File: src/rtl/dac_timekeeper.sv
// Time-of-day core: divides clk to a 1 Hz tick and keeps HH:MM:SS in packed BCD.
// Latency: time fields, sec_pulse and day_wrap update one clk after the tick edge.
// Backpressure: none; set pulses act every high cycle. Optional 12h view: DAC_12H_MODE_EN.
module dac_timekeeper #(
   parameter int TICKS_PER_SEC = 10000000,
   parameter int PRESCALE_W    = 24
) (
   input  logic       clk,
   input  logic       rst_n,
   input  logic       run,
   input  logic       sec_clr,
   input  logic       min_inc,
   input  logic       hr_inc,
   output logic [7:0] hours_bcd,
   output logic [7:0] minutes_bcd,
   output logic [7:0] seconds_bcd,
   output logic       sec_pulse,
   output logic       day_wrap,
   output logic       blink,
   output logic       pm
);

   localparam logic [PRESCALE_W-1:0] PS_LAST = PRESCALE_W'(TICKS_PER_SEC - 1);
   localparam logic [PRESCALE_W-1:0] PS_HALF = PRESCALE_W'(TICKS_PER_SEC / 2);
   localparam logic [PRESCALE_W-1:0] PS_ONE  = PRESCALE_W'(1);

   logic [PRESCALE_W-1:0] prescaler;
   logic [7:0]            hr_q;
   logic [7:0]            min_q;
   logic [7:0]            sec_q;
   logic                  sec_pulse_q;
   logic                  day_wrap_q;

   logic                  tick;
   logic                  adv_sec;
   logic                  sec_carry;
   logic                  min_carry;
   logic                  hr_wrap;

   // Increment a two-digit BCD field, returning to 00 after its top value.
   function automatic logic [7:0] bcd_inc(input logic [7:0] v, input logic [7:0] top);
      if (v == top)
         return 8'h00;
      else if (v[3:0] == 4'd9)
         return {v[7:4] + 4'd1, 4'd0};
      else
         return {v[7:4], v[3:0] + 4'd1};
   endfunction

   // A tick that coincides with sec_clr is swallowed. A manual increment into a
   // field that is also receiving a carry advances it once and kills its onward carry.
   assign tick      = run && (prescaler == PS_LAST);
   assign adv_sec   = tick && !sec_clr;
   assign sec_carry = adv_sec && (sec_q == 8'h59);
   assign min_carry = sec_carry && !min_inc && (min_q == 8'h59);
   assign hr_wrap   = min_carry && !hr_inc && (hr_q == 8'h23);

   // Prescaler: clear on sec_clr, count and wrap while running, hold otherwise.
   always_ff @(posedge clk or negedge rst_n) begin
      if (!rst_n)
         prescaler <= '0;
      else if (sec_clr)
         prescaler <= '0;
      else if (run) begin
         if (tick)
            prescaler <= '0;
         else
            prescaler <= prescaler + PS_ONE;
      end
   end

   // Time fields plus the registered pulses that line up with their new values.
   always_ff @(posedge clk or negedge rst_n) begin
      if (!rst_n) begin
         sec_q       <= 8'h00;
         min_q       <= 8'h00;
         hr_q        <= 8'h00;
         sec_pulse_q <= 1'b0;
         day_wrap_q  <= 1'b0;
      end else begin
         if (sec_clr)
            sec_q <= 8'h00;
         else if (adv_sec)
            sec_q <= bcd_inc(sec_q, 8'h59);
         if (min_inc || sec_carry)
            min_q <= bcd_inc(min_q, 8'h59);
         if (hr_inc || min_carry)
            hr_q <= bcd_inc(hr_q, 8'h23);
         sec_pulse_q <= adv_sec;
         day_wrap_q  <= hr_wrap;
      end
   end

   assign seconds_bcd = sec_q;
   assign minutes_bcd = min_q;
   assign sec_pulse   = sec_pulse_q;
   assign day_wrap    = day_wrap_q;
   assign blink       = (prescaler < PS_HALF);

`ifdef DAC_12H_MODE_EN
   logic [4:0] hr_bin;
   logic [4:0] hr12_bin;

   // 12-hour presentation derived combinationally from the 24-hour register.
   always_comb begin
      hr_bin   = (5'd10 * {1'b0, hr_q[7:4]}) + {1'b0, hr_q[3:0]};
      hr12_bin = hr_bin;
      if (hr_bin == 5'd0)
         hr12_bin = 5'd12;
      else if (hr_bin > 5'd12)
         hr12_bin = hr_bin - 5'd12;
      if (hr12_bin >= 5'd10)
         hours_bcd = {4'd1, 4'(hr12_bin - 5'd10)};
      else
         hours_bcd = {4'd0, hr12_bin[3:0]};
      pm = (hr_bin >= 5'd12);
   end
`else
   assign hours_bcd = hr_q;
   assign pm        = 1'b0;
`endif

endmodule

File: config.mk
export PLATFORM = sky130hd
export DESIGN_NAME = dac_timekeeper
export DESIGN_NICKNAME = d
export VERILOG_FILES = /design/src/rtl/dac_timekeeper.sv
export SDC_FILE = /design/constraint.sdc
export NUM_CORES = 1
export LEC_CHECK = 0
export ABC_CLOCK_PERIOD_IN_PS = 3300
export BUFFER_PORTS_ARGS = -buffer_cell sky130_fd_sc_hd__buf_2
export CORE_UTILIZATION = 30
export CTS_CLUSTER_SIZE = 30
export DETAILED_ROUTE_END_ITERATION = 8
export GPL_TIMING_DRIVEN = 0
export PLACE_DENSITY = 0.55
export SYNTH_ARGS = -nofsm -noshare
export SYNTH_HDL_FRONTEND = slang
export SYNTH_SLANG_ARGS = --single-unit
File: constraint.sdc
create_clock -name clk -period 3.3 [get_ports clk]
set_input_delay 0.33 -clock clk [delete_from_list [all_inputs] [get_ports clk]]
set_output_delay 0.33 -clock clk [all_outputs]
set_load 0.02 [all_outputs]
==> results.ini, run 1 <==
[finish]
final_layout_size_suffix_gt1_share_pct=17.3
nets=341
fin_util_pct=35.8
syn2layout_area_growth_pct=14.1
antennaDiodeCount=0

[yosys]
syn_nets=305
yosysWarnings=0
yosys.area.top_type=dfrtp_1
ys_seq_elements=50
ys_seq_area_share_pct=45.0
netlist_area_um2=2780
ys_types=55
synthTopCellsByArea=dfrtp_1 (45%), ha_1 (5.9%), nor2_1 (5.0%), xor2_1 (4.1%), xnor2_1 (3.2%)
yosysMostFrequentCell=dfrtp_1
synth.avg_cell_area_um2=9.71
yosysTopAreaCellShare_pct=45.0
synth_edf_count=0
syn_inst=286
synth_flop_cell=dfrtp_1
yosys-top-cells-count=dfrtp_1 (50), nor2_1 (37), nand2_1 (19), o21ai_0 (14)
async_flop_share_pct=100

[run_status]
status=completed

[placement]
place.gp.congestion=0.763
dp_hpwl_um=4010
dp_slack_ns=1.02
port-buffer-count=29

[routing]
routedLengthMet1_um=2760
first_pass_iters=6
drcViolationCount=0
num_vias=2177
dr_wl_met2_um=2660
viasPerCell=5.05
routed_wl_um=5600
drt_iter0_drc=79
wl_met3_um=107
wl_per_cell_um=13.0
maxUsedRoutingLayer=met4
ant_nets=0

[sta]
max_freq_ghz=0.431
finalCritPeriodShare_pct=70.4
hold_viol=0
finalMaxSlewViolations=0
setup_tns_ns=0
timing.hold.ws_ns=0.236
min_period_ns=2.32
fin_skew_ns=0.0104
layout_setup_ws_ns=0.978
rsz0062_at_grt=no
max_slew_margin_pct=23.9
setup_viol=0
worst_pin_slew_ns=1.14

[global_route]
grt_max_degree=51
antenna_found_initial=0
grt_pass1_wl_um=9970
grt_overflow=0
grt_pass1_vias=2120
track_usage_pct=12.6

[floorplanning]
die_x_um=98.2
initial_utilization_pct=31.4
core_area_um2=8850
rows=34
pin_count=34
die_area_um2=9650
die_h_um=98.2

[clocking]
cts_buffers=5
path_clk_slew_ns=0.09
insertion_delay_ns=0.30
cts_htree_levels=2
ctsResizeCount=0
cts_root_buf=clkbuf_8
cts.sinks=50
cts_setup_buffers=0
cts_tree=yes
clk_path_buf_depth=2
cts_hold_buf=0

[worst_setup_path]
critical_path_arrival_ns=1.99
crit_required_ns=2.97
r2r_cells=7
cp-end-kind=output pin
worst_setup_path_start_kind=flip-flop
path_class=flip-flop to output pin
crit_fanout=6

[flow_run]
maxCapViolCount=0

[min_path]
hp-class=primary input to asynchronous set/reset pin

[pwr]
p_leak_nw=1.40
power_density_nw_per_um2=547
vdd_drop_max_mv=0.296

==> power breakdown <==
group	internal, mW	switching, mW	leakage [nW]
Sequential	0.701	0.115	0.671
Clock	0.226	0.203	0.0514
Combinational	0.201	0.285	0.679
==> per-layer routing <==
layer / up-vias / global-route usage (%)
met2: 22 / 20.9
met4: 0 / 3.79
met1: 1059 / 17.0
met3: 8 / 2.15
met5: - / 0
li1: 1088 / -
==> final timing paths <==
check | from | endpoint | slack [ns]
max | prescaler[11] | blink | 0.98
min | rst_n | hours_bcd[4] | 0.24
max reg2reg | seconds_bcd[1] | hours_bcd[2] | 1.00
min reg2reg | hours_bcd[7] | hours_bcd[7] | 0.50
max in group asynchronous | rst_n | seconds_bcd[3] | 2.35
min in group clk | run | prescaler[0] | 0.37
==> stage by stage <==
stage	power, mW	area [um2]	std cells
after floorplan	1.15	2780	286
final	1.73	3170	431
after global routing	1.85	3170	431
after detailed placement	1.32	3060	423
after global placement	1.31	3060	423
after CTS	1.76	3170	431
==> layout by cell type (no fill, tap or decap), types with 2 or more instances in the layout <==
master    synthesis  final
and3b_1           4      4
and3_1            5      5
ha_1             13     13
a21oi_1          13     13
nand4_1           8      8
xnor2_1          10     10
nand3b_1          2      2
mux2_2            4      4
o41ai_1           4      4
clkbuf_8          0      5
a21o_1            2      2
nor2b_1           2      2
nand3_1          13     13
nor3_1            5      5
nor4_2            2      2
o31ai_1           2      2
clkbuf_1          3      4
nor2_1           37     37
buf_2             3     32
and4_1            3      3
o211ai_1          5      5
nand2b_1          3      3
nand2_1          19     19
or3_1             6      6
dfrtp_1          50     50
xor2_1           13     13
nor4_1            2      2
o21ai_0          14     14
inv_1            12     12
==> critical path, stage by stage, from the launching register on <==
cell,delay [ns]
dfrtp_1,0.48
a211oi_1,0.24
nand2_1,0.09
a2111oi_0,0.40
o21ai_0,0.12
a21oi_1,0.18
buf_2,0.19
==> cell type report <==
cell class / count / area, um2
fill: 916 / 5680
multi-input combinational: 214 / 1430
sequential: 50 / 1250
timing repair buffer: 29 / 145
tap: 108 / 135
clock buffer: 6 / 72.6
buffer: 10 / 53.8
inverter: 12 / 45.0
clock inverter: 2 / 37.5
==> kinds of logic (layout without fill, tap and decap cells) <==
group / count (synthesis) / count (layout) / share of synthesized area [%]
xor+xnor: 23 / 23 / 7.25
mux: 4 / 4 / 1.62
compound gates: 49 / 49 / 11.4
simple gates: 124 / 124 / 25.2
buf+inv: 22 / 59 / 3.56
flops: 50 / 50 / 45.0
fa+ha+maj: 13 / 13 / 5.86
other cells: 1 / 1 / 0.135
==> state kept, by name (all words and copies together), names as in the netlist <==
signal / count
sec_pulse: 1
seconds_bcd: 8
minutes_bcd: 8
prescaler: 24
day_wrap: 1
hours_bcd: 8
No activity file was read; power rests on OpenSTA's default activity.
==> run 2, diff against run 1 <==
ABC_CLOCK_PERIOD_IN_PS = 2370   (was 3300)
clock period = 2.37 ns   (was 3.3 ns; I/O delays follow)
==> results.ini, run 2 (synthesis results as in run 1) <==
[sta]
max_freq_ghz=0.435
rsz0062_at_grt=yes
max_slew_margin_pct=24.0  ; +0.054 points
finalMaxSlewViolations=0  ; unchanged
hold_viol=0  ; unchanged
finalCritPeriodShare_pct=97.0
setup_viol=0  ; unchanged
setup_tns_ns=0  ; unchanged
worst_pin_slew_ns=1.14  ; -0.000816 ns
min_period_ns=2.30
fin_skew_ns=0.0104  ; -0.000000800 ns

[global_route]
busiest_layer=met2
use_met1_pct=17.0  ; unchanged
grt_pass1_vias=2120  ; unchanged
track_usage_pct=12.6  ; unchanged
grt_pass1_wl_um=9970  ; unchanged
antenna_found_initial=0  ; unchanged
grt_overflow=0  ; unchanged
met2_usage_pct=20.9  ; unchanged
grtUsageMet3_pct=2.15  ; unchanged
grt_max_degree=51  ; unchanged

[worst_setup_path]
max_stage_delay_ns=0.58  ; +0.10 ns
crit_fanout=10  ; +4
crit_chain=inv_1, ha_1, and3b_1, nand4_1, nor3_2, o21ai_0, mux2_2
crit_buf_inv=1  ; unchanged
path_class=flip-flop to flip-flop
critical_path_arrival_ns=2.50  ; +0.51 ns
cp-end-kind=flip-flop
slowest_stage=nor3_2
cp_top_family=simple AND/OR/NAND/NOR gates
worst_setup_path_start_kind=flip-flop
crit_required_ns=2.57  ; -0.40 ns

[pwr]
p_int_mw=1.57  ; +39%
power_frac_seq_pct=47.1  ; about the same
power_density_nw_per_um2=759  ; +39%
vdd_drop_max_mv=0.413  ; +39%
p_sw_share_pct=34.8  ; about the same
p_leak_nw=1.41  ; +0.25%
finalPower_mw=2.41  ; +39%
power_frac_comb_pct=28.1  ; about the same
p_clk_share_pct=24.8  ; about the same
netSwitchingPower_mw=0.840  ; +39%

[min_path]
hp-class=primary input to asynchronous set/reset pin

[placement]
place.gp.congestion=0.763  ; unchanged
dp_hpwl_um=4010  ; unchanged
port-buffer-count=29  ; unchanged

[clocking]
cts_tree=yes
insertion_delay_ns=0.30  ; about the same
cts_buffers=5  ; unchanged
clk_path_buf_depth=2  ; unchanged
cts.sinks=50  ; unchanged
cts_root_buf=clkbuf_8
cts_htree_levels=2  ; unchanged
path_clk_slew_ns=0.09  ; about the same

[routing]
num_vias=2167  ; -0.46%
drt_iter0_drc=80  ; +1.3%
viasPerCell=5.02  ; -0.69%
ant_nets=0  ; unchanged
drcViolationCount=0  ; unchanged
wl_per_cell_um=13.0  ; -0.21%
routed_wl_um=5600  ; about the same
first_pass_iters=6  ; unchanged

[floorplanning]
die_h_um=98.2  ; unchanged
rows=34  ; unchanged
core_area_um2=8850  ; unchanged
initial_utilization_pct=31.4  ; unchanged
die_area_um2=9650  ; unchanged
die_x_um=98.2  ; unchanged
pin_count=34  ; unchanged

[finish]
antennaDiodeCount=0  ; unchanged
regMostFlops=prescaler
nets=342  ; +0.29%
final_layout_size_suffix_gt1_share_pct=17.9  ; +0.56 points
syn2layout_area_growth_pct=14.4
largest_reg_flops=24  ; unchanged
layout_commonest_cell=dfrtp_1
nFillCells=916  ; unchanged
final_cell_mix=dfrtp_1 (49), nor2_1 (37), buf_2 (32), nand2_1 (19), o21ai_0 (14)

[run_status]
status=completed

[flow_run]
maxCapViolCount=0  ; unchanged

## run 2: what timing repair did
item	in CTS	in global routing
setup endpoints to repair	0	5
hold buffers	0	0
resized for setup	0	1
setup buffers	0	1
## run 2: final cells by class
cell class	instances	area (um2)	area share, %
well taps	108	135	4.25
plain buffers	10	53.8	1.69
clock inverters	2	37.5	1.18
repair buffers	30	153	4.81
inverters	12	45.0	1.42
clock buffers	6	72.6	2.28
flip-flops and latches	50	1250	39.4
multi-input cells	214	1430	44.9
## run 2: power by group through the flow
stage	Combinational (mW)	Clock, mW	Sequential [mW]
after global placement	0.672	0	1.15
after global routing	0.763	0.654	1.16
after floorplan	0.330	0	1.28
final	0.679	0.599	1.14
after CTS	0.689	0.620	1.14
after detailed placement	0.687	0	1.16
## run 2: path summary, 6_finish.rpt
check,startpoint,cells after the start,slack [ns],end
max reg2reg,seconds_bcd[1],7,0.07,hours_bcd[2]
max in group asynchronous,rst_n,1,1.44,prescaler[11]
min in group clk,run,3,0.27,prescaler[0]
min reg2reg,hours_bcd[7],1,0.50,hours_bcd[7]
max,seconds_bcd[1],7,0.07,hours_bcd[2]
min,rst_n,1,0.14,hours_bcd[4]
## run 2: stage by stage
stage / utilization (%) / cell area, um2 / hold slack (ns) / cells / setup WS, ns
after floorplan: - / 2780 / -0.0586 / 286 / 0.259
after global placement: 34.6 / 3060 / 0.486 / 423 / 0.125
after detailed placement: 34.6 / 3060 / 0.496 / 423 / 0.0883
after CTS: 35.8 / 3170 / 0.189 / 431 / 0.0944
after global routing: 35.9 / 3180 / 0.254 / 432 / -0.0127
final: 35.9 / 3180 / 0.142 / 432 / 0.0699
## run 2: layer usage
layer / wire length (um) / vias to the layer above
li1: - / 1088
met1: 2750 / 1049
met2: 2670 / 22
met3: 107 / 8
met4: 72 / 0
met5: 0 / -
